$ cat config.mk
export PLATFORM = sky130hd
export DESIGN_NAME = msdf_to_bin_op
export DESIGN_NICKNAME = d
export VERILOG_FILES = /design/src/rtl/msdf_to_bin_op_pkg.sv /design/src/rtl/msdf_otf_conv.sv /design/src/rtl/msdf_to_bin_op.sv
export SDC_FILE = /design/constraint.sdc
export NUM_CORES = 1
export LEC_CHECK = 0
export ABC_AREA = 1
export ABC_CLOCK_PERIOD_IN_PS = 2000
export CORE_MARGIN = 1.5
export CORE_UTILIZATION = 45
export CTS_CLUSTER_SIZE = 14
export DETAILED_ROUTE_END_ITERATION = 6
export PLACE_DENSITY = 0.81
export SLEW_MARGIN = 20
export SYNTH_ARGS = -nofsm -noshare
export SYNTH_HDL_FRONTEND = slang
export SYNTH_SLANG_ARGS = --single-unit
export TNS_END_PERCENT = 50
$ cat constraint.sdc
create_clock -name clk -period 2 [get_ports clk]
set_clock_uncertainty 0.15 [all_clocks]
set_input_delay 0.5 -clock clk [delete_from_list [all_inputs] [get_ports clk]]
set_output_delay 0.5 -clock clk [all_outputs]
set_load 0.01 [all_outputs]
$ cat src/rtl/msdf_to_bin_op_pkg.sv
// msdf_to_bin_op_pkg
//   Shared definitions for the MSDF-to-binary converter:
//   - the signed-digit encodings (digit value = bit1 - bit0)
//   - the converter FSM state encoding
//   - clog2(), used to size the digit counter so it can hold P
package msdf_to_bin_op_pkg;

   localparam logic [1:0] DIG_POS = 2'b10;   // +1
   localparam logic [1:0] DIG_NEG = 2'b01;   // -1

   typedef enum logic [1:0] {
      ST_ACCUM = 2'd0,   // taking digits from upstream
      ST_PAD   = 2'd1,   // inserting zero digits after an early last
      ST_HOLD  = 2'd2    // presenting the word until downstream takes it
   } state_t;

   // Smallest r with 2**r >= v (returns at least 1 so a counter is never 0 bits).
   function automatic int clog2(input int unsigned v);
      int r;
      r = 1;
      for (int i = 1; i < 32; i++) begin
         if ((32'd1 << r) < v) r = i + 1;
      end
      return r;
   endfunction

endpackage

$ cat src/rtl/msdf_otf_conv.sv
// msdf_otf_conv
//   On-the-fly conversion of a signed-digit stream (MSD first) into a
//   two's-complement word. Keeps Q and QM = Q - 1 so every digit, including
//   -1, is absorbed by a shift and select; no carry chain in the digit path.
// Ports
//   clk    : clock, rising edge
//   rst    : synchronous active-high reset (Q = 0, QM = all ones)
//   ce     : absorb 'digit' this cycle
//   init   : restart a frame (same effect as reset, wins over ce)
//   digit  : signed digit, 10 = +1, 01 = -1, 00/11 = 0
//   q      : current converted value Q (P+1 bits)
module msdf_otf_conv
   import msdf_to_bin_op_pkg::*;
#(
   parameter int unsigned P = 16
) (
   input  logic         clk,
   input  logic         rst,
   input  logic         ce,
   input  logic         init,
   input  logic [1:0]   digit,
   output logic [P:0]   q
);

   logic [P:0] q_r;
   logic [P:0] qm_r;
   logic [P:0] q_nx;
   logic [P:0] qm_nx;

   // Each shift drops the MSB; the register width already bounds the result.
   always_comb begin
      q_nx  = q_r;
      qm_nx = qm_r;
      case (digit)
         DIG_POS: begin
            q_nx  = {q_r[P-1:0], 1'b1};
            qm_nx = {q_r[P-1:0], 1'b0};
         end
         DIG_NEG: begin
            q_nx  = {qm_r[P-1:0], 1'b1};
            qm_nx = {qm_r[P-1:0], 1'b0};
         end
         default: begin
            q_nx  = {q_r[P-1:0], 1'b0};
            qm_nx = {qm_r[P-1:0], 1'b1};
         end
      endcase
   end

   always_ff @(posedge clk) begin
      if (rst || init) begin
         q_r  <= '0;
         qm_r <= '1;
      end else if (ce) begin
         q_r  <= q_nx;
         qm_r <= qm_nx;
      end
   end

   assign q = q_r;

endmodule

$ cat src/rtl/msdf_to_bin_op.sv
// msdf_to_bin_op
//   Collects one MSDF frame (P digits, weight 2^-1 first) and hands it
//   downstream as a (P+1)-bit two's-complement integer Z = value * 2^P.
//   An early 'last' is completed with zero digits; a frame that reaches P
//   digits without 'last' is closed anyway and flagged with frame_err.
// Ports
//   clk, rst          : clock and synchronous active-high reset
//   dataInArray_0     : {last, digit[1:0]}
//   pValidArray_0     : upstream digit valid
//   readyArray_0      : digit accepted this cycle when valid (ACCUM only)
//   dataOutArray_0    : converted word (registered)
//   validArray_0      : converted word valid (registered)
//   nReadyArray_0     : downstream takes the word
//   frame_err         : word closed at digit P without last (with valid)
module msdf_to_bin_op
   import msdf_to_bin_op_pkg::*;
#(
   parameter int unsigned TARGET_PRECISION = 32'd16
) (
   input  logic                        clk,
   input  logic                        rst,
   input  logic [2:0]                  dataInArray_0,
   input  logic                        pValidArray_0,
   output logic                        readyArray_0,
   output logic [TARGET_PRECISION:0]   dataOutArray_0,
   output logic                        validArray_0,
   input  logic                        nReadyArray_0,
   output logic                        frame_err
);

   localparam int unsigned P  = TARGET_PRECISION;
   localparam int          CW = clog2(P + 1);
   localparam logic [CW-1:0] CNT_LAST = CW'(P - 1);

   state_t        state, state_nx;
   logic [CW-1:0] cnt, cnt_nx;
   logic          valid_r, valid_nx;
   logic          err_r, err_nx;
   logic          ce, init;
   logic [1:0]    digit;

   always_ff @(posedge clk) begin
      if (rst) begin
         state   <= ST_ACCUM;
         cnt     <= '0;
         valid_r <= 1'b0;
         err_r   <= 1'b0;
      end else begin
         state   <= state_nx;
         cnt     <= cnt_nx;
         valid_r <= valid_nx;
         err_r   <= err_nx;
      end
   end

   always_comb begin
      state_nx = state;
      cnt_nx   = cnt;
      valid_nx = valid_r;
      err_nx   = err_r;
      ce       = 1'b0;
      init     = 1'b0;
      digit    = 2'b00;
      case (state)
         ST_ACCUM: begin
            if (pValidArray_0) begin
               ce     = 1'b1;
               digit  = dataInArray_0[1:0];
               cnt_nx = cnt + 1'b1;
               if (cnt == CNT_LAST) begin
                  // Digit P closes the frame whether or not it carries last.
                  state_nx = ST_HOLD;
                  valid_nx = 1'b1;
                  err_nx   = ~dataInArray_0[2];
               end else if (dataInArray_0[2]) begin
                  state_nx = ST_PAD;
               end
            end
         end
         ST_PAD: begin
            // digit stays 00: shift in zeros until P digits are in.
            ce     = 1'b1;
            cnt_nx = cnt + 1'b1;
            if (cnt == CNT_LAST) begin
               state_nx = ST_HOLD;
               valid_nx = 1'b1;
            end
         end
         ST_HOLD: begin
            if (nReadyArray_0) begin
               state_nx = ST_ACCUM;
               init     = 1'b1;
               cnt_nx   = '0;
               valid_nx = 1'b0;
               err_nx   = 1'b0;
            end
         end
         default: state_nx = ST_ACCUM;
      endcase
   end

   msdf_otf_conv #(.P(P)) u_conv (
      .clk   (clk),
      .rst   (rst),
      .ce    (ce),
      .init  (init),
      .digit (digit),
      .q     (dataOutArray_0)
   );

   // Ready depends only on state, never on downstream.
   assign readyArray_0 = (state == ST_ACCUM) && !rst;
   assign validArray_0 = valid_r;
   assign frame_err    = err_r;

endmodule

==> results_dict.tcl <==
set metrics [dict create \
    cp_top_family "buffers and inverters" \
    hold_violations_final 0 \
    syn_area_mm2 0.002120 \
    drtAntennaViolNets 0 \
    leakage_power_total_nw 1.272 \
    hold_path_class "reg -> reg" \
    worst_setup_path_end_kind "flip-flop" \
    most_frequent_standard_cell_in_the_layout_excluding_fill_and_tap_cells "sky130_fd_sc_hd__nand2_1" \
    critPathLaunchType "primary input" \
    synth_seq_area_share 0.3967 \
    grt.met1_usage 0.2592 \
    post-route-drc-count 0 \
    use_met2 0.3477 \
    diodes_inserted 0 \
    syn-instance-count 317 \
    share_of_post_route_cells_with_drive_strength_above_1 0.1461 \
    clk_root_buffer_cell "sky130_fd_sc_hd__clkbuf_8" \
    cp_data_required_time_ps 2060 \
    run_status "completed" \
    core-area_mm2 0.004444 \
    first_drt_iteration_drcs 214 \
    max_cap_violations 0 \
    period_needed_ps 1967 \
    overall_die_height_um 71.63 \
    slew_headroom 0.8305 \
    io_pins 27 \
    timing.critical_path.cells "clkdlybuf4s50_1, nand3_1, ha_1, inv_4, a21oi_1, nand2_1, nand2_1, nand2_1" \
    synth.ff_latch_count 42 \
    rsz0062_at_grt "true" \
    cts_tree "yes" \
    total_of_endpoints_with_negative_setup_slack_in_the_final_report 0 \
    cellPowerDensity_mw_per_mm2 826.3 \
    startpoint "pValidArray_0" \
    starting_density 0.4769 \
    finalWeightedCongestion 0.8144 \
    slowest_stage "sky130_fd_sc_hd__clkdlybuf4s50_1" \
    clock_insertion_delay_worst_skew_ps 300 \
    final_cell_mix "137 x sky130_fd_sc_hd__nand2_1, 41 x sky130_fd_sc_hd__dfxtp_1, 37 x sky130_fd_sc_hd__a21oi_1, 25 x sky130_fd_sc_hd__clkdlybuf4s50_1, 18 x sky130_fd_sc_hd__buf_4" \
    cts_inserted_buffers 5 \
    power.ir.vdd_worst_mv 0.3909 \
    fin_tns_setup_ps 0 \
    avgSynthCellArea_um2 6.686 \
    vias 2102 \
    totalWireLength_um 5028 \
    reg_to_reg_critical_path_startpoint "state[0]" \
    cpMostUsedCell "sky130_fd_sc_hd__nand2_1" \
    detail_route.first_pass.iterations 4 \
    die_width_um 71.63 \
    nets 366 \
    globalRoute.busiestLayer "met2" \
    ctsHtreeMaxLevel 2 \
    gr-usage-all-layers 0.2093 \
    grt_pass1_wl_um 8569 \
    rows 24 \
    worst_setup_hold_path_clk_slew_ps 90 \
    crit_arrival_ps 2020 \
    dieArea_mm2 0.005131 \
    worstMarginPinSlew_ps 254.2 \
    grt_overflow_total 0 \
    crit_type "in -> reg" \
    synth_fp_nets 328 \
    area_growth_syn_to_layout_pct 26.98 \
    post-dp-hpwl_um 3258 \
    netlist-cell-type-count 27 \
    grt_start_max_net_pins 29 \
    crit_path_max_incr_delay_ps 490 \
    groute.layer.met3.usage 0.05063 \
    path_buf_inv 2 \
    ctsHoldBuffers 0 \
    port-buffer-count 26 \
    grt_antenna_before_repair 0 \
    post-route-util 0.6056 \
    max_clock_freq_mhz 508.4 \
    clk_path_buf_depth 2 \
    postCtsSetupBuffers 0 \
    grt_pass1_vias 1948 \
    wl_per_cell_um 12.32 \
    via_per_inst 5.152 \
    critPathMaxFanout 17 \
    hold_path.startpoint "frame_err" \
    clock_sink_count 42 \
    layout_worst_path_cycle_share 0.9834 \
    synth-warning-count 0 \
    final-max-slew-violation-count 0 \
]
## kinds of logic after synthesis
group | after synthesis | share of synthesized area
adders and majority gates | 4 | 0.02361
buffers and inverters | 33 | 0.07792
AOI/OAI and AO/OA | 62 | 0.1617
and+or+nand+nor | 176 | 0.3400
DFF | 42 | 0.3967
## final cells by class
cell class                 instances  area (µm²)
tap                               52       65.06
inverter                          17       68.82
clock inverter                     2       60.06
multi-input combinational        242        1122
sequential                        42       842.1
fill                             399        1753
timing repair buffer              47       450.4
clock buffer                       6       82.58
## flip-flops by register name (all words and copies together) (netlist names)
signal and flops:
validArray_0 1, u_conv.q 17, frame_err 1, cnt 5, state 2, u_conv.qm_r 16
## Yosys cell counts
master                     instances  area share
sky130_fd_sc_hd__a21oi_1          38       0.090
sky130_fd_sc_hd__a31oi_1           1      0.0030
sky130_fd_sc_hd__and3_1            1      0.0030
sky130_fd_sc_hd__buf_2             5       0.012
sky130_fd_sc_hd__buf_4             2      0.0071
sky130_fd_sc_hd__buf_6             3       0.016
sky130_fd_sc_hd__clkbuf_1          4      0.0071
sky130_fd_sc_hd__clkbuf_2          2      0.0047
sky130_fd_sc_hd__dfxtp_1          42        0.40
sky130_fd_sc_hd__ha_1              4       0.024
sky130_fd_sc_hd__inv_1            13       0.023
sky130_fd_sc_hd__inv_2             3      0.0053
sky130_fd_sc_hd__inv_4             1      0.0030
sky130_fd_sc_hd__nand2_1         137        0.24
sky130_fd_sc_hd__nand2_2           2      0.0059
sky130_fd_sc_hd__nand3_1           8       0.019
sky130_fd_sc_hd__nand4_1           1      0.0030
sky130_fd_sc_hd__nor2_1           10       0.018
sky130_fd_sc_hd__nor2_2            1      0.0030
sky130_fd_sc_hd__nor3_1            2      0.0047
sky130_fd_sc_hd__o21a_1            2      0.0071
sky130_fd_sc_hd__o21ai_0          15       0.035
sky130_fd_sc_hd__o21ai_1           1      0.0024
sky130_fd_sc_hd__o21ai_2           4       0.017
sky130_fd_sc_hd__o21ai_4           1      0.0077
sky130_fd_sc_hd__or2_0             8       0.024
sky130_fd_sc_hd__or2_2             6       0.018
## tightest hold or removal path, delay by kind of cell (launching register included)
| kind | cells | cell delay (ps) |
|---|---|---|
| AND/OR/NAND/NOR | 1 | 60 |
| AO/OA/AOI/OAI | 1 | 50 |
| flip-flops | 1 | 310 |
## per-stage QoR
| step | power (W) | hold WS, ps | worst slack [ps] | std cells | instance area, µm² |
|---|---|---|---|---|---|
| after global routing | 0.002338 | 346.4 | -56.11 | 408 | 2691 |
| after CTS | 0.002227 | 310.8 | 4.121 | 408 | 2684 |
| after floorplan | 0.001229 | 297.8 | 113.9 | 317 | 2120 |
| final | 0.002224 | 307.9 | 33.23 | 408 | 2691 |
| after detailed placement | 0.001397 | 298.7 | -291.5 | 400 | 2541 |
| after global placement | 0.001385 | 295.3 | -282.2 | 400 | 2541 |
## per-layer routing
layer  up-vias  wire length [µm]  share of wire
li1       1082                 -              -
met1       954              2222           0.44
met2        57              2475           0.49
met3         9               244          0.049
met4         0                87          0.017
met5         -                 0              0
## power by group
| group | internal [W] | total (W) | switching (W) |
|---|---|---|---|
| clock | 0.000533 | 0.000834 | 0.000301 |
| sequential | 0.000903 | 0.000962 | 0.0000590 |
| combinational | 0.000194 | 0.000428 | 0.000234 |
## timing repair
action / in CTS / in global routing
pin swaps: 0 / 0
endpoints found under the setup margin: 1 / 34
gates cloned: 0 / 0
gates resized for setup: 2 / 7
## final timing paths
path	end	slack (ps)	cells past startpoint
hold / removal	frame_err	310	2
setup / recovery	u_conv.qm_r[1]	30	8
hold reg to reg	frame_err	310	2
setup reg to reg	u_conv.qm_r[1]	160	8
Note: power is estimated with default switching activity, not from simulation.
==> edit 1: new RTL, same settings <==
Compare `cnt` against `CNT_LAST` with >= in place of ==.
--- a/src/rtl/msdf_to_bin_op.sv
+++ b/src/rtl/msdf_to_bin_op.sv
@@ -81,7 +81,7 @@
             // digit stays 00: shift in zeros until P digits are in.
             ce     = 1'b1;
             cnt_nx = cnt + 1'b1;
-            if (cnt == CNT_LAST) begin
+            if (cnt >= CNT_LAST) begin
                state_nx = ST_HOLD;
                valid_nx = 1'b1;
             end
Behaviour: no difference found for any inputs over 4 cycles, from zero or initial values and one cycle with rst high; that may be too few to reach the edited logic, so the function may still have changed.
==> edit 1 against the original RTL <==
Cell count shrank 2.0%. Clock power is 38% lower. Worst setup slack better by 0.020 ns. Sequential share of layout area grew 0.11 points. Sequential power up 3.3%. Synthesized area down 2.2%. Wire length is 4.5% lower. Final area down 0.51%. Sequential cell count unchanged. Largest cell class unchanged. Critical path type is now in2out. Count of clock-buffer cells in the layout down 1. Power decreased by 4.2%. Fmax up 1.0%. Synthesized cell count decreased by 1.3%.
==> edit 1: results (changes against the original RTL) <==
| Step | Quantity | Value | Delta |
|---|---|---|---|
| synth | Post-synth cell types | 22 | was 27 |
| worst setup path | Data arrival, critical path | 1.30 ns | was 2.02 ns |
| worst setup path | Startpoint of the worst register-to-register path | state[1]$_SDFFE_PP0P_ | was state[0]$_SDFFE_PP0P_ |
| power | Clock share of power | 24.4% | was 37.5% |
| power | Power consumed by combinational cells | 0.000616 W | was 0.000428 W |
| cts | Clock edge transition at the registers on the reported setup and hold paths | 0.07 ns | was 0.09 ns |
| synth | Net count of the mapped netlist | 324 | was 328 |
| timing | Tightest Pin Transition | 0.207 ns | was 0.254 ns |
| final layout | Fin util | 61.1% | was 60.6% |
| final layout | Final #Nets | 359 | was 366 |
| min path | Source of the worst hold timing path | validArray_0$_SDFFE_PP0P_ | was frame_err$_SDFFE_PP0P_ |
| worst setup path | Largest driver fanout on the critical path | 2 | was 17 |
| global routing | Met1 usage in global routing | 25.0% | was 25.9% |
| global routing | Largest net degree at the start of global routing | 33 | was 29 |
| synth | Fraction of the mapped netlist area in compound gates | 18.6% | was 16.2% |
| timing | Final hold slack | 0.310 ns | was 0.308 ns |
| final layout | Fraction of final layout cells sized beyond drive strength 1 | 13.8% | was 14.6% |
| global routing | Number of global-route vias before repair | 1956 | was 1948 |
| status | Outcome | finished, final reports clean | unchanged |
| worst setup path | Number of cells on the worst reg-to-reg path | 9 | was 8 |
| global routing | Global-route wire length before repair | 8380 um | was 8570 um |
| worst setup path | Worst setup path end | readyArray_0 | was u_conv.qm_r[1]$_SDFFE_PP1P_ |
| route | Metal2 WL | 2360 um | was 2480 um |
| route | Metal3 WL | 223 um | was 244 um |
| route | Routed length on met1 | 2160 um | was 2220 um |
| timing | Worst path setup slack after routing | 0.0536 ns | was 0.0332 ns |
| route | Vias | 2066 | was 2102 |
| placement | Total placed instance area | 2530 um2 | was 2540 um2 |
edit 1: cell types whose count changed in the layout (fill, tap and decap cells not counted), moves of 3 or more:
cell / delta
sky130_fd_sc_hd__o21ai_1: +20
sky130_fd_sc_hd__buf_12: +4
sky130_fd_sc_hd__inv_2: +4
sky130_fd_sc_hd__nand2_1: -17
sky130_fd_sc_hd__nand3_1: +11
sky130_fd_sc_hd__or2_2: -6
sky130_fd_sc_hd__a21oi_1: -4
sky130_fd_sc_hd__or2_0: -8
sky130_fd_sc_hd__o21ai_2: -3
sky130_fd_sc_hd__buf_4: -6
edit 1: final cells by class:
type / instances / share of cell area [%]
Multi-Input combinational cell: 235 / 42.0
Sequential cell: 42 / 31.4
Timing Repair Buffer: 45 / 18.6
Inverter: 19 / 2.66
Clock buffer: 5 / 2.57
Tap cell: 52 / 2.43
Clock inverter: 2 / 0.374
==> edit 2: new RTL, same flow settings <==
Without the edit above. Set the parameter `TARGET_PRECISION` to 32'd8 (it was 32'd16).
--- a/src/rtl/msdf_to_bin_op.sv
+++ b/src/rtl/msdf_to_bin_op.sv
@@ -15,7 +15,7 @@
 module msdf_to_bin_op
    import msdf_to_bin_op_pkg::*;
 #(
-   parameter int unsigned TARGET_PRECISION = 32'd16
+   parameter int unsigned TARGET_PRECISION = 32'd8
 ) (
    input  logic                        clk,
    input  logic                        rst,
Interface: changed (resized dataOutArray_0); port bits go from 27 to 19. The function was not compared with the original's and may differ.
==> edit 2 against the original RTL <==
The run now ends with negative setup slack left. Final area decreased by 41%. Largest cell class unchanged. Critical path depth decreased by 5. Sequential cell count decreased by 17. Non-clock buffer count decreased by 15. Register-to-register slack got worse by 0.04 ns. First-iteration DRC count decreased by 69%. Wire length decreased by 41%. Combinational power increased by 130%. Power decreased by 8.1%. Synthesized cell count decreased by 43%. Worst setup slack got worse by 0.038 ns. Synthesized area decreased by 41%. Critical path type is now in2out. Worst hold slack improved by 0.032 ns.
==> edit 2: results (changes against the original RTL) <==
| Step | Quantity | Value | Delta |
|---|---|---|---|
| worst setup path | Register-to-register path setup slack | 0.12 ns | was 0.16 ns |
| placement | Pre-CTS worst setup slack | -0.374 ns | was -0.292 ns |
| global routing | Number of global-route vias before repair | 1185 | was 1948 |
| status | Outcome | finished, violations left | was finished, final reports clean |
| route | Metal2 WL | 1470 um | was 2480 um |
| route | WL/cell | 12.2 um | was 12.3 um |
| final layout | Number of flip-flops under the largest register name | 9 | was 17 |
| route | Metal3 WL | 185 um | was 244 um |
| global routing | Global-route wire length before repair | 4920 um | was 8570 um |
| cts | Root Buffer Master | sky130_fd_sc_hd__clkbuf_4 | was sky130_fd_sc_hd__clkbuf_8 |
| worst setup path | Delay of the slowest cell on the worst path | 0.45 ns | was 0.49 ns |
| synth | Synth top cells by count | sky130_fd_sc_hd__nand2_1, sky130_fd_sc_hd__dfxtp_1, sky130_fd_sc_hd__a21oi_1, sky130_fd_sc_hd__nand3_1, sky130_fd_sc_hd__nor2_1 | was sky130_fd_sc_hd__nand2_1, sky130_fd_sc_hd__dfxtp_1, sky130_fd_sc_hd__a21oi_1, sky130_fd_sc_hd__o21ai_0, sky130_fd_sc_hd__inv_1 |
| timing | # setup viols final | 1 | was 0 |
| worst setup path | Critical path launch point | rst | was pValidArray_0 |
| synth | Post-synth cell types | 22 | was 27 |
| placement | Count of input and output buffers | 18 | was 26 |
| synth | Leading post-synthesis cells by cell area | sky130_fd_sc_hd__dfxtp_1, sky130_fd_sc_hd__nand2_1, sky130_fd_sc_hd__a21oi_1, sky130_fd_sc_hd__nand3_1, sky130_fd_sc_hd__o21ai_0 | was sky130_fd_sc_hd__dfxtp_1, sky130_fd_sc_hd__nand2_1, sky130_fd_sc_hd__a21oi_1, sky130_fd_sc_hd__o21ai_0, sky130_fd_sc_hd__ha_1 |
| worst setup path | Worst R2R End | u_conv.q[4]$_SDFFE_PP0P_ | was u_conv.qm_r[1]$_SDFFE_PP1P_ |
| synth | Net count of the mapped netlist | 191 | was 328 |
| timing | Headroom to the max-slew limit | 73.5% | was 83.1% |
| worst setup path | Worst setup path end | readyArray_0 | was u_conv.qm_r[1]$_SDFFE_PP1P_ |
| status | Violations in the final reports | negative setup slack |  |
| worst setup path | Number of cells on the worst reg-to-reg path | 9 | was 8 |
| timing | Worst path setup slack after routing | -0.00473 ns | was 0.0332 ns |
| worst setup path | Largest driver fanout on the critical path | 2 | was 17 |
| power | Leakage component of the power | 0.736 nW | was 1.27 nW |
| placement | Final weighted congestion in routability-driven placement | 0.840 | was 0.814 |
| synth | Proportion of synthesized chip area in sequential cells | 40.3% | was 39.7% |
==> edit 2: area by class of cell <==
type	instances	area, um2	share of cell area, %
clock buffer	4	26.3	1.66
inverter	16	61.3	3.88
multi-input combinational	134	662	41.9
sequential	25	503	31.9
tap	30	37.5	2.38
timing repair buffer	32	289	18.3
==> edit 2: kinds of logic (layout without fill, tap and decap cells) <==
group                      after synthesis  count (layout)  synth area share (%)
and+or+nand+nor                         91              91                  31.2
AOI/OAI and AO/OA                       40              40                  16.6
DFF                                     25              25                  40.3
buffers and inverters                   22              52                  8.86
adders and majority gates                3               3                  3.02
==> edit 2: worst min-delay path by stage <==
stage,to,startpoint,slack [ns],depth (start not counted)
detailed placement,validArray_0$_SDFFE_PP0P_,validArray_0$_SDFFE_PP0P_,0.32,2
finish,validArray_0$_SDFFE_PP0P_,validArray_0$_SDFFE_PP0P_,0.34,2
global route,cnt[1]$_SDFFE_PP0P_,cnt[1]$_SDFFE_PP0P_,0.37,2
global placement,validArray_0$_SDFFE_PP0P_,validArray_0$_SDFFE_PP0P_,0.30,2
CTS,validArray_0$_SDFFE_PP0P_,validArray_0$_SDFFE_PP0P_,0.35,2
floorplan,u_conv.qm_r[7]$_SDFFE_PP1P_,u_conv.qm_r[7]$_SDFFE_PP1P_,0.29,2
==> edit 2: metrics by stage <==
stage / cell area [um2] / instances / TNS, ns
finish: 1580 / 241 / -0.00473
global route: 1580 / 241 / -0.0292
CTS: 1550 / 241 / 0
detailed placement: 1520 / 237 / -5.53
global placement: 1520 / 237 / -4.50
floorplan: 1240 / 181 / 0
==> edit 2: layer usage <==
metal | track usage, % | vias up
met5 | 0 | -
met4 | 3.14 | 0
met3 | 5.85 | 3
met2 | 34.9 | 39
met1 | 22.7 | 589
li1 | - | 651
==> edit 2: power by group <==
part	switching (W)	internal (W)
sequential	0.000154	0.000657
clock	0.000152	0.0000782
combinational	0.000563	0.000440
total	0.000869	0.00117
==> edit 2: worst register-to-register path, cell delays in order (launching register included) <==
cell                      delay, ns
sky130_fd_sc_hd__dfxtp_1       0.52
sky130_fd_sc_hd__nor2_1        0.12
sky130_fd_sc_hd__nand3_1       0.12
sky130_fd_sc_hd__inv_2         0.05
sky130_fd_sc_hd__ha_4          0.25
sky130_fd_sc_hd__buf_4         0.13
sky130_fd_sc_hd__nor2_1        0.13
sky130_fd_sc_hd__inv_2         0.11
sky130_fd_sc_hd__a21oi_1       0.15
sky130_fd_sc_hd__nor2_1        0.06
